`config.mk`:
```
export PLATFORM = sky130hd
export DESIGN_NAME = divider8bit
export DESIGN_NICKNAME = d
export VERILOG_FILES = /design/src/rtl/divider8bit.sv
export SDC_FILE = /design/constraint.sdc
export NUM_CORES = 1
export LEC_CHECK = 0
export CORE_MARGIN = 2
export CORE_UTILIZATION = 40
export CTS_CLUSTER_SIZE = 12
export DETAILED_ROUTE_END_ITERATION = 10
export GPL_ROUTABILITY_DRIVEN = 0
export PLACE_DENSITY_LB_ADDON = 0.05
export SLEW_MARGIN = 20
export SYNTH_ARGS = -nofsm -noshare
export SYNTH_HDL_FRONTEND = slang
export SYNTH_SLANG_ARGS = --single-unit
```
`constraint.sdc`:
```
create_clock -name clk -period 4.78 [get_ports clk]
set_clock_uncertainty 0.1 [all_clocks]
set_input_delay 0.717 -clock clk [delete_from_list [all_inputs] [get_ports clk]]
set_output_delay 0.717 -clock clk [all_outputs]
set_load 0.03 [all_outputs]
```
`src/rtl/divider8bit.sv`:
```
// ============================================================================
// Module   : divider8bit
// Purpose  : Signed 8-bit sequential divider. A restoring shift-subtract core
//            works on operand magnitudes, one quotient bit per clock, and the
//            signs are applied in a final step. Truncates toward zero; a
//            nonzero remainder carries the sign of the dividend.
// Ports    : clk         - rising-edge clock
//            rst         - asynchronous active-high reset
//            start       - request a division (accepted only in IDLE)
//            a, b        - signed dividend / divisor, sampled at acceptance
//            quotient    - registered signed quotient
//            remainder   - registered signed remainder
//            busy        - high while the division is in progress
//            done        - one-cycle pulse when results are valid
//            div_by_zero - sticky: last result was a divide by zero
//            OF          - sticky: last result overflowed (-128 / -1)
// Revision : 1.0 - initial release
// ============================================================================
`default_nettype none

module divider8bit (
    input  logic       clk,
    input  logic       rst,
    input  logic       start,
    input  logic [7:0] a,
    input  logic [7:0] b,
    output logic [7:0] quotient,
    output logic [7:0] remainder,
    output logic       busy,
    output logic       done,
    output logic       div_by_zero,
    output logic       OF
);

    typedef enum logic [1:0] {
        IDLE = 2'd0,
        RUN  = 2'd1,
        SIGN = 2'd2,
        DONE = 2'd3
    } state_t;

    state_t      state_q;
    logic [2:0]  step_q;
    logic [7:0]  dvd_q;      // dividend magnitude, shifted out MSB first; quotient bits shift in
    logic [7:0]  dvs_q;      // divisor magnitude
    logic [8:0]  rem_q;      // partial remainder
    logic        quo_neg_q;  // quotient must be negated
    logic        rem_neg_q;  // remainder must be negated

    logic [9:0]  shift_d;
    logic        fits_d;
    logic [8:0]  rem_d;
    logic [7:0]  dvd_d;

    // One restoring iteration: bring in the next dividend bit, subtract the
    // divisor if it fits and record the quotient bit in the vacated LSB.
    always_comb begin
        shift_d = {rem_q, dvd_q[7]};
        fits_d  = (shift_d >= {2'b00, dvs_q});
        rem_d   = fits_d ? 9'(shift_d - {2'b00, dvs_q}) : shift_d[8:0];
        dvd_d   = {dvd_q[6:0], fits_d};
    end

    always_ff @(posedge clk or posedge rst) begin
        if (rst) begin
            state_q     <= IDLE;
            step_q      <= 3'd0;
            dvd_q       <= 8'h00;
            dvs_q       <= 8'h00;
            rem_q       <= 9'h000;
            quo_neg_q   <= 1'b0;
            rem_neg_q   <= 1'b0;
            quotient    <= 8'h00;
            remainder   <= 8'h00;
            busy        <= 1'b0;
            done        <= 1'b0;
            div_by_zero <= 1'b0;
            OF          <= 1'b0;
        end else begin
            case (state_q)
                IDLE: begin
                    done <= 1'b0;
                    if (start) begin
                        if (b == 8'h00) begin
                            // Divide by zero skips the iterations entirely.
                            quotient    <= 8'hFF;
                            remainder   <= a;
                            div_by_zero <= 1'b1;
                            OF          <= 1'b0;
                            done        <= 1'b1;
                            state_q     <= DONE;
                        end else begin
                            // Negating 8'h80 in 8 bits yields 8'h80, the correct magnitude.
                            dvd_q     <= a[7] ? 8'(-a) : a;
                            dvs_q     <= b[7] ? 8'(-b) : b;
                            rem_q     <= 9'h000;
                            quo_neg_q <= a[7] ^ b[7];
                            rem_neg_q <= a[7];
                            step_q    <= 3'd0;
                            busy      <= 1'b1;
                            state_q   <= RUN;
                        end
                    end
                end
                RUN: begin
                    rem_q  <= rem_d;
                    dvd_q  <= dvd_d;
                    step_q <= step_q + 3'd1;
                    if (step_q == 3'd7) begin
                        state_q <= SIGN;
                    end
                end
                SIGN: begin
                    quotient    <= quo_neg_q ? 8'(-dvd_q) : dvd_q;
                    remainder   <= rem_neg_q ? 8'(-rem_q[7:0]) : rem_q[7:0];
                    div_by_zero <= 1'b0;
                    // A positive quotient of magnitude 128 only arises from -128 / -1.
                    OF          <= ~quo_neg_q & dvd_q[7];
                    busy        <= 1'b0;
                    done        <= 1'b1;
                    state_q     <= DONE;
                end
                DONE: begin
                    done    <= 1'b0;
                    state_q <= IDLE;
                end
                default: begin
                    state_q <= IDLE;
                end
            endcase
        end
    end

endmodule

`default_nettype wire

```
Word level (Yosys, flattened, before mapping)
Cells that the tools add are included.
{"block": "classes", "addsub": 6, "order_cmp": 1, "n_eq_ne": 8, "mux": 36, "bitwise_logic": 4, "reduce_logical": 10}
{"cell": "$mux 8", "n": 10}
{"cell": "$pmux 8 s2", "n": 3}
{"cell": "$neg 8->8", "n": 4}
{"cell": "$mux 9", "n": 3}
{"cell": "$pmux 9 s2", "n": 1}
{"cell": "$reduce_and 3->1", "n": 4}
{"cell": "$ge 10x8->1", "n": 1}
{"cell": "$sub 9x8->9", "n": 1}
{"cell": "$logic_not 8->1", "n": 1}
{"cell": "$mux 1", "n": 8}
{"cell": "$ne 2x2->1 const B", "n": 4}
{"cell": "$pmux 2 s4", "n": 1}
{"cell": "$mux 2", "n": 3}
{"cell": "$mux 3", "n": 2}
{"cell": "$pmux 1 s2", "n": 3}
{"cell": "$pmux 3 s2", "n": 1}
{"cell": "$eq 2x2->1 const B", "n": 2}
{"cell": "$reduce_bool 2->1", "n": 2}
{"cell": "$add 3x1->3 const B", "n": 1}
{"cell": "$eq 3x3->1 const B", "n": 1}
{"cell": "$pmux 1 s3", "n": 1}
{"cell": "$reduce_bool 3->1", "n": 1}
{"cell": "$eq 2x1->1 const B", "n": 1}
{"cell": "$logic_not 2->1", "n": 1}
{"cell": "other kinds (4)", "n": 5}
{"block": "word_totals", "reg_bits": 52, "inputBits": 19, "out_inout_bits": 20}

Depth between registers and ports, before layout
Gate-level depths: netlist of run 1.
{"block": "depth", "depth_word": 5, "mapped_depth": 10, "ltp_nobuf": 9}

Worst setup path before layout of run 1
No wires, ideal clock.
{"block": "synth_timing", "path_kind": "reg2reg", "from": "register dvd_q[7]", "to": "register rem_q[1]", "arrival_time_ns": 2.460, "t_required_ns": 4.549, "setup_slack_ns": 2.089, "stages_incl_launch_ff": 11, "path_buffers": 1, "period_less_slack_ns": 2.691, "path_cell_list": "dfrtp_1 inv_1 ha_1 inv_1 fa_1 a211oi_1 o21bai_1 a2111oi_4 buf_2 mux2i_1 o21ai_0"}
{"block": "synth_via", "elab_chain_cells": 3}
{"item": "start: declaration", "line": "44", "source": "logic [7:0] dvd_q;"}
{"item": "start signal: assignment", "line": "94", "source": "dvd_q <= a[7] ? 8'(-a) : a;"}
{"item": "start signal: assignment", "line": "107", "source": "dvd_q <= dvd_d;"}
{"item": "$sub 9x8->9 / $ge 10x8->1 (equally long branches)", "line": "60, 59"}
{"item": "$mux 9 (*)", "line": "60", "source": "rem_d = fits_d ? 9'(shift_d - {2'b00, dvs_q}) : shift_d[8:0];"}
{"item": "$pmux 9 s2 (*)", "line": "80", "source": "case (state_q)"}
{"item": "end signal: assignment", "line": "106", "source": "rem_q <= rem_d;"}
{"item": "end: declaration", "line": "46", "source": "logic [8:0] rem_q;"}
Mark *: on every way between the ends. The rest lies on a longest branch, timed or not.
A chain may end at the register's enable or synchronous reset.

Worst setup path in the final report of run 1
{"block": "layout_timing", "from": "register dvd_q[7]", "to": "register rem_q[2]"}
Same word-level chain as after synthesis.

==> flow_summary_export.csv, run 1 <==
group,metric,value,unit
hold_path,hold_end,"remainder[1]",
grt,grt_antenna_before_repair,0,
drt,first_iter_violations,101,
floorplanning,die_h,95.03,um
critical_path,end_kind,"register",
grt,grt_pass1_vias,2488,
critical_path,rr_worst_depth,9,
placed_design,dp_hpwl,5528,um
timing,fin_crit_sh,67.82,%
timing,timing.final.ws_setup,1.538,ns
cts,cts_tree,"built",
finish,antennaDiodeCount,0,
floorplanning,start_util,40.75,%
drt,post_drt_wl_per_cell,14.72,um
cts,cts_max_level,2,
floorplanning,num_rows,33,
cts,clockBufferDepth,2,
drt,vias_per_cell,5.280,
status,status,"finished clean",
timing,worst_pin_slew,0.9483,ns
placed_design,port_buffers,38,
cts,clock_sinks,52,
finish,fillers,821,
critical_path,cp_data_arrival_time,3.31,ns
hold_path,holdCritPathClass,"register to register",
critical_path,path_class,"register to register",
power,powerDensity,668.2,mW/mm2
timing,rsz0062_at_grt,"no",
finish,syn2layout_area_growth,16.35,%
logic_synthesis,syn-cell-area,0.003314,mm2
timing,fmax,308.5,MHz
timing,drv_slew,0,
floorplanning,num_io_pins,39,
timing,slew_headroom,36.21,%
drt,drc,0,
finish,nNetsFinal,429,
critical_path,rr_endpoint,"rem_q[2]",
critical_path,worstReg2RegStart,"dvd_q[7]",
drt,num_vias,2619,
cts,hold_buffers,0,
grt,grt_usage,17.64,%
critical_path,r2r_slack,1.54,ns
cts,clk_latency,0.30,ns
timing,setup_violations,0,
critical_path,cp-startpoint,"dvd_q[7]",
cts,root_buffer,"clkbuf_8",
logic_synthesis,synth_nets,399,
hold_path,hold_start,"remainder[1]",
logic_synthesis,syn_avg_cell_area,9.207,um2
timing,setup-tns-final,0,ns
critical_path,cp_data_required_time,4.85,ns
cts,post_cts_resized,0,
power,p_leak,1.662,nW
cts,cts_buffers,5,
timing,holdWs,0.3848,ns
hold_path,whs_path_depth,2,
floorplanning,core,0.008134,mm2
logic_synthesis,synth_edf_count,0,
logic_synthesis,synthDistinctLibCells,52,
power,ir_worst_vdd,0.2824,mV
timing,min_period,3.242,ns
drt,first_pass_iters,4,
timing,hold_viol_final,0,
critical_path,critical_path.max_fanout,13,
drt,wl,7303,um
placed_design,pre_cts_ws,1.241,ns
grt,grt_overflow,0,
drt,drtAntennaViolNets,0,
logic_synthesis,yosysWarnings,0,
floorplanning,dieArea,0.009030,mm2
logic_synthesis,async_flop_share,100.0,%
grt,grt_max_degree,53,
critical_path,cp-start-kind,"register",
finish,drive_above_1_share,5.115,%
cts,cts.clk_slew.worst_paths,0.10,ns
logic_synthesis,yosysSeqAreaShare,39.26,%
logic_synthesis,synthFlopType,"dfrtp_1",
floorplanning,dieWidth,95.03,um
logic_synthesis,synth_seq_cells,52,
logic_synthesis,netlist_instances,360,
cts,postCtsSetupRepairBufs,0,
flow_run,maxCapViolations,0,
grt,grt_pass1_wl,12400,um
[cell usage after synthesis, types with 2 or more instances]
library cell / count / share of area [%]
a32oi_1: 3 / 0.79
o41ai_1: 3 / 0.79
mux2i_1: 18 / 5.4
a211oi_1: 3 / 0.68
dfrtp_1: 52 / 39
nand2b_1: 3 / 0.57
or3_1: 3 / 0.57
nor2_1: 31 / 3.5
o31a_1: 2 / 0.53
o31ai_1: 11 / 2.5
a31oi_1: 10 / 1.9
xor2_1: 12 / 3.2
o21a_1: 2 / 0.45
nor2b_1: 4 / 0.75
xnor2_1: 15 / 4.0
inv_1: 24 / 2.7
o21bai_1: 2 / 0.45
a22o_1: 2 / 0.53
o21ai_0: 37 / 5.6
clkbuf_1: 10 / 1.1
a21oi_1: 19 / 2.9
mux2_2: 3 / 1.0
and4_1: 2 / 0.53
buf_4: 3 / 0.68
buf_6: 2 / 0.68
nand3_1: 4 / 0.60
ha_1: 19 / 7.2
nand2_1: 37 / 4.2
[placed cells by master (no fill, tap or decap), types with 4 or more instances in the layout]
cell type / count
dfrtp_1: 52
clkdlybuf4s50_1: 38
ha_1: 19
o21ai_0: 37
xnor2_1: 15
nor2_1: 31
nor2b_1: 4
clkbuf_8: 5
xor2_1: 12
inv_1: 23
a21oi_1: 19
mux2i_1: 18
nand2_1: 37
o31ai_1: 11
a31oi_1: 10
nand3_1: 4
[stage by stage]
step | power (W) | area, um2 | cells | util, %
3_5_place_dp | 0.002307 | 3749 | 488 | 46.09
4_1_cts | 0.002607 | 3856 | 496 | 47.41
3_3_place_gp | 0.002296 | 3749 | 488 | 46.09
6_report | 0.002577 | 3856 | 496 | 47.41
5_1_grt | 0.002833 | 3856 | 496 | 47.41
2_1_floorplan | 0.001937 | 3314 | 360 | -
[sequential cells by signal, indices dropped and copies added, names as in the netlist, 2 cells and up]
| name | flops |
|---|---|
| remainder | 8 |
| dvd_q | 8 |
| dvs_q | 8 |
| state_q | 2 |
| rem_q | 9 |
| step_q | 3 |
| quotient | 8 |
[area by class of cell]
| cell class | count | area, um2 | area share, % |
|---|---|---|---|
| Multi-Input combinational cell | 267 | 1831 | 47.47 |
| Sequential cell | 52 | 1301 | 33.74 |
| Timing Repair Buffer | 40 | 395.4 | 10.25 |
| Tap cell | 105 | 131.4 | 3.407 |
| Inverter | 24 | 90.09 | 2.336 |
| Clock buffer | 6 | 72.57 | 1.882 |
| Clock inverter | 2 | 35.03 | 0.9085 |
[report_power, final]
group / switching [W] / total (W) / internal (W) / leakage, nW
Sequential: 0.000179 / 0.000804 / 0.000625 / 0.625
Clock: 0.000143 / 0.000298 / 0.000156 / 0.0552
Combinational: 0.000847 / 0.00147 / 0.000627 / 0.982
[critical path: stages, from the launching register on]
cell and delay, ns:
dfrtp_1 0.44, inv_1 0.16, ha_1 0.20, inv_1 0.05, fa_1 0.39, a211oi_1 0.38
o21bai_1 0.18, a2111oi_4 0.85, mux2i_1 0.26, o21ai_0 0.09
[how the worst max path moves through the flow]
stage / to / cells past startpoint
finish: rem_q[2] / 9
CTS: rem_q[2] / 9
global route: rem_q[2] / 9
global placement: dvd_q[0] / 6
detailed placement: dvd_q[0] / 6
floorplan: rem_q[1] / 10
[metal layers]
layer	vias up	routed length [um]	GRT usage, %
met4	0	104	4.469
met5	-	0	0
li1	1335	-	-
met3	9	247	3.083
met1	1230	3558	24.53
met2	45	3394	28.61
[logic make-up after synthesis]
| kind of cell | synth area share [%] |
|---|---|
| adder cells (fa/ha/maj) | 7.777 |
| AO/OA/AOI/OAI | 21.52 |
| XOR/XNOR | 7.135 |
| multiplexers | 6.455 |
| buffers and inverters | 5.511 |
| flip-flops | 39.26 |
| AND/OR/NAND/NOR | 12.34 |
No activity file was read; power rests on OpenSTA's default activity.
==> run 2: changes to the inputs <==
clock period = 2.9 ns   (was 4.78 ns; I/O delays follow)
==> run 2 against run 1 <==
Effect of this change:
- first-iteration DRC count is 25% lower
- critical path depth is 2 higher
- fmax is 21% higher
- total power is 72% higher
- sequential cell count stayed put
- critical endpoint is now rem_q[7]
- largest power group unchanged
- highest routed layer unchanged
==> flow_summary_export.csv, run 2 (synthesized netlist as in run 1, its figures left out) <==
group,metric,value,unit
power,ir_worst_vdd,0.5789,mV
finish,final_common_cell,"dfrtp_1",
cts,clock_sinks,52,
power,seq_power_share,29.7,%
floorplanning,start_util,40.75,%
cts,cts_buffers,5,
floorplanning,dieWidth,95.03,um
floorplanning,num_io_pins,39,
critical_path,slowest_delay,0.41,ns
finish,largest_reg_flops,9,
placed_design,pre_cts_ws,0.1591,ns
grt,grt_max_degree,53,
grt,grtUsageMet1,26.34,%
timing,fmax,373.7,MHz
critical_path,rr_endpoint,"rem_q[7]",
timing,setup_violations,0,
finish,stdcell_count,510,
floorplanning,core,0.008134,mm2
critical_path,rr_worst_depth,11,
hold_path,holdCritPathClass,"input port to asynchronous set/reset pin",
critical_path,cp_data_arrival_time,2.80,ns
power,powerDensity,1112,mW/mm2
timing,rsz0062_at_grt,"no",
timing,timing.final.ws_setup,0.2237,ns
critical_path,end_kind,"register",
grt,grt_use_met2,28.07,%
floorplanning,die_h,95.03,um
finish,final_cell_mix,"dfrtp_1 (52), clkdlybuf4s50_1 (38), nand2_1 (37), o21ai_0 (37), nor2_1 (31)",
cts,cts_max_level,2,
timing,hold_viol_final,0,
critical_path,worstReg2RegStart,"dvd_q[7]",
drt,post_drt_wl_per_cell,14.55,um
critical_path,path_class,"register to register",
grt,grt_antenna_before_repair,0,
power,p_leak,1.731,nW
drt,first_pass_iters,4,
grt,met3_usage,3.162,%
cts,cts.clk_slew.worst_paths,0.10,ns
power,p_sw_share,45.40,%
power,p_clk_share,9.9,%
timing,setup-tns-final,0,ns
cts,cts_tree,"built",
grt,grt_pass1_vias,2471,
finish,largest_register,"rem_q",
placed_design,dp_hpwl,5570,um
floorplanning,num_rows,33,
finish,antennaDiodeCount,0,
grt,grt_usage,17.95,%
cts,hold_buffers,0,
finish,postLayoutCellArea,0.003979,mm2
grt,grt_pass1_wl,12670,um
drt,wl,7420,um
cts,clk_latency,0.31,ns
drt,drtAntennaViolNets,0,
critical_path,r2r_slack,0.22,ns
finish,fillers,795,
placed_design,port_buffers,38,
cts,root_buffer,"clkbuf_8",
critical_path,cp-startpoint,"dvd_q[7]",
drt,first_iter_violations,76,
grt,grt_overflow,0,
finish,syn2layout_area_growth,20.05,%
placed_design,postPlaceCellArea,0.003849,mm2
drt,drc,0,
timing,slew_headroom,51.22,%
critical_path,cp-start-kind,"register",
critical_path,crit_chain,"inv_1 > ha_1 > inv_1 > fa_1 > a211oi_2 > o21bai_1 > a2111oi_4 > buf_2 > buf_4 > a32oi_1 > o31ai_1",
finish,drive_above_1_share,8.642,%
power,p_comb_share,60.4,%
status,status,"finished clean",
timing,fin_crit_sh,92.29,%
timing,holdWs,0.3863,ns
timing,drv_slew,0,
placed_design,placed_cells,498,
flow_run,maxCapViolations,0,
timing,worst_pin_slew,0.7252,ns
power,power.internal,0.002415,W
timing,min_period,2.676,ns
critical_path,cpMaxStageDelayCell,"fa_1",
finish,nNetsFinal,443,
floorplanning,dieArea,0.009030,mm2
critical_path,critical_path.max_fanout,5,
drt,num_vias,2686,
critical_path,crit_family,"compound AO/OA/AOI/OAI gates",
cts,clockBufferDepth,2,
critical_path,cpMostUsedCell,"inv_1",
critical_path,cp_data_required_time,3.02,ns
drt,vias_per_cell,5.267,
critical_path,cp_num_buf_inv,4,
power,switching_power,0.002008,W
grt,grt.busiest_layer,"met2",
run 2: cell type report:
| cell class | instances | area (um2) | area share (%) |
|---|---|---|---|
| Sequential cell | 52 | 1301 | 32.70 |
| Multi-Input combinational cell | 267 | 1836 | 46.13 |
| Clock inverter | 1 | 7.507 | 0.1887 |
| Clock buffer | 7 | 86.33 | 2.170 |
| Inverter | 24 | 90.09 | 2.264 |
| Timing Repair Buffer | 54 | 526.8 | 13.24 |
| Tap cell | 105 | 131.4 | 3.302 |
run 2: how the worst max path moves through the flow:
stage / cells past startpoint / end
after floorplan: 10 / rem_q[1]
after global placement: 6 / rem_q[5]
after detailed placement: 10 / rem_q[1]
after CTS: 10 / rem_q[1]
after global routing: 10 / rem_q[3]
final: 11 / rem_q[7]
run 2: tightest hold or removal path, delay by kind of cell:
kind	cells	cell delay, ns
buf+inv	3	0.75
run 2: power groups by stage:
stage	Combinational, W	Sequential, W	Clock (W)
after floorplan	0.00174	0.00145	0
after detailed placement	0.00260	0.00134	0
after CTS	0.00261	0.00132	0.000459
final	0.00267	0.00131	0.000440
after global placement	0.00258	0.00133	0
after global routing	0.00301	0.00137	0.000483
run 2: repair_timing:
action,CTS,global route
resized for setup,0,2
endpoints found under the setup margin,0,8
hold endpoints to repair,0,0
buffers inserted,0,3
run 2: stage by stage:
step,total power (W),utilization [%]
after floorplan,0.003192,-
after global placement,0.003904,47.32
after detailed placement,0.003940,47.32
after CTS,0.004388,48.47
after global routing,0.004857,48.92
final,0.004424,48.92
run 2: metal layers:
metal	wire, um	vias up
li1	-	1361
met1	3677	1269
met2	3434	54
met3	274	2
met4	34	0
met5	0	-
==> run 3: changes to the inputs <==
ABC_AREA = 1   (was default)
==> run 3 against run 2 <==
Effect of this change:
- total power is 14% higher
- clock-buffer cell count is 2 lower
- wire length grew 14%
- largest power group unchanged
- largest cell class unchanged
- highest routed layer unchanged
- non-clock buffer count decreased by 10
- final cell count increased by 23%
- fmax rose by 17%
- register-to-register slack improved by 0.39 ns
- critical path type unchanged
==> flow_summary_export.csv, run 3 <==
group,metric,value,unit
status,status,"finished clean",
cts,cts_tree,"built",
floorplanning,start_util,40.86,%
timing,setup-tns-final,0,ns
finish,syn2layout_area_growth,17.38,%
finish,nNetsFinal,558,
cts,clk_latency,0.31,ns
logic_synthesis,yosys-top-cells-count,"nand2_1 (156), inv_1 (59), dfrtp_1 (52)",
timing,worst_pin_slew,0.4809,ns
cts,root_buffer,"clkbuf_8",
drt,drc,0,
timing,rsz0062_at_grt,"no",
cts,clockBufferDepth,2,
timing,slew_headroom,67.69,%
finish,final_cell_mix,"nand2_1 (156), inv_1 (58), dfrtp_1 (52)",
logic_synthesis,synth_top_area_cell,"dfrtp_1",
logic_synthesis,synth_edf_count,0,
cts,postCtsSetupRepairBufs,0,
drt,wl,8443,um
finish,final_common_cell,"nand2_1",
timing,setup_violations,0,
floorplanning,dieArea,0.009588,mm2
floorplanning,num_rows,34,
drt,num_vias,3177,
placed_design,dp_hpwl,6567,um
timing,hold_viol_final,0,
cts,clock_sinks,52,
logic_synthesis,netlist_instances,481,
cts,cts.clk_slew.worst_paths,0.11,ns
logic_synthesis,synth_nets,520,
critical_path,cp-start-kind,"register",
drt,drtAntennaViolNets,0,
logic_synthesis,syn_avg_cell_area,7.336,um2
logic_synthesis,yosysSeqAreaShare,36.88,%
power,powerDensity,1216,mW/mm2
logic_synthesis,synth_most_common_cell,"nand2_1",
finish,seqCellArea,0.001301,mm2
timing,timing.final.ws_setup,0.6094,ns
drt,post_drt_wl_per_cell,13.44,um
finish,multiInputGateArea,0.001891,mm2
logic_synthesis,syn-cell-area,0.003528,mm2
cts,post_cts_resized,0,
cts,hold_buffers,0,
logic_synthesis,synthFlopType,"dfrtp_1",
drt,first_iter_violations,169,
logic_synthesis,synth_area_leaders,"dfrtp_1 (37%), nand2_1 (17%), ha_1 (6.7%), nand3_1 (6.4%), inv_1 (6.3%)",
power,p_leak,2.052,nW
timing,holdWs,0.3538,ns
grt,grt_overflow,0,
critical_path,cp_data_arrival_time,2.45,ns
finish,fillers,898,
grt,grt_antenna_before_repair,0,
placed_design,pre_cts_ws,0.4921,ns
drt,first_pass_iters,4,
grt,grt_max_degree,32,
floorplanning,core,0.008636,mm2
floorplanning,die_h,97.92,um
timing,fmax,436.6,MHz
finish,largest_register,"rem_q",
critical_path,critical_path.max_fanout,8,
flow_run,maxCapViolations,0,
critical_path,cp_data_required_time,3.06,ns
grt,grt_pass1_wl,14820,um
grt,grt_pass1_vias,3133,
finish,antennaDiodeCount,0,
cts,cts_max_level,2,
grt,grt_usage,18.79,%
finish,largest_reg_flops,9,
logic_synthesis,synth_top_area_share,36.88,%
logic_synthesis,synthDistinctLibCells,37,
placed_design,port_buffers,38,
finish,drive_above_1_share,8.462,%
critical_path,end_kind,"register",
critical_path,r2r_slack,0.61,ns
logic_synthesis,synth_seq_cells,52,
power,ir_worst_vdd,0.4587,mV
hold_path,holdCritPathClass,"input port to asynchronous set/reset pin",
logic_synthesis,async_flop_share,100.0,%
floorplanning,num_io_pins,39,
critical_path,path_class,"register to register",
timing,min_period,2.291,ns
cts,cts_buffers,5,
logic_synthesis,yosysWarnings,0,
drt,vias_per_cell,5.059,
timing,fin_crit_sh,78.99,%
timing,drv_slew,0,
floorplanning,dieWidth,97.92,um
[run 3: cell count changes in the layout (fill, tap and decap cells not counted), sizes merged, moves of 11 or more]
cell and delta:
xnor2 -13, mux2i -17, inv +39, o31ai -11
nand2 +124, nand3 +45
[run 3: area by class of cell]
class                   count  share of cell area (%)
inverters                  63                   5.770
flip-flops and latches     52                   31.42
clock inverters             3                   1.662
repair buffers             44                   10.57
multi-input cells         353                   45.65
well taps                 108                   3.263
clock buffers               5                   1.662
[run 3: final timing paths]
| check | startpoint | end | cells after the start |
|---|---|---|---|
| worst min-delay path | rst | remainder[0] | 2 |
| worst max-delay path | dvd_q[7] | rem_q[1] | 11 |
| max in group asynchronous | rst | rem_neg_q | 3 |
| worst min register to register | quotient[4] | quotient[4] | 2 |
| worst max register to register | dvd_q[7] | rem_q[1] | 11 |
| min in group clk | quotient[4] | quotient[4] | 2 |
[run 3: cell families (layout without fill, tap and decap cells)]
logic type | Yosys count | count (layout) | synth area share [%]
buffers and inverters | 76 | 115 | 9.539
DFF | 52 | 52 | 36.88
AOI/OAI and AO/OA | 64 | 64 | 11.21
muxes | 1 | 1 | 0.2837
and+or+nand+nor | 256 | 256 | 31.81
xor gates and xnor gates | 12 | 12 | 2.979
adders and majority gates | 20 | 20 | 7.305
[run 3: where the power goes]
part           total, W  internal [W]  switching, W
Sequential      0.00133       0.00106      0.000267
Combinational   0.00309       0.00114       0.00195
Clock          0.000618      0.000348      0.000270
[run 3: worst max-delay path, stage by stage (launching register included)]
cell	delay (ns)
dfrtp_1	0.41
inv_1	0.11
ha_1	0.15
inv_1	0.05
fa_1	0.43
nand3_1	0.10
nand3_1	0.12
nand2_1	0.14
nand4_1	0.28
nand2_1	0.17
nand3_1	0.08
nand2_1	0.08
[run 3: per-stage QoR]
stage          instances  utilization (%)  total power (W)  cell area, um2
6_report             628            47.96         0.005034            4141
5_1_grt              628            47.96         0.005597            4141
4_1_cts              628            47.96         0.005064            4141
3_5_place_dp         620            46.36         0.004429            4004
3_3_place_gp         620            46.36         0.004395            4004
2_1_floorplan        481                -         0.003668            3528
[run 3: per-layer routing]
| metal | vias up | global-route usage, % | share of wire (%) |
|---|---|---|---|
| li1 | 1623 | - | - |
| met1 | 1479 | 27.06 | 52 |
| met2 | 67 | 29.87 | 44 |
| met3 | 8 | 2.720 | 3.1 |
| met4 | 0 | 4.701 | 1.1 |
| met5 | - | 0 | 0 |
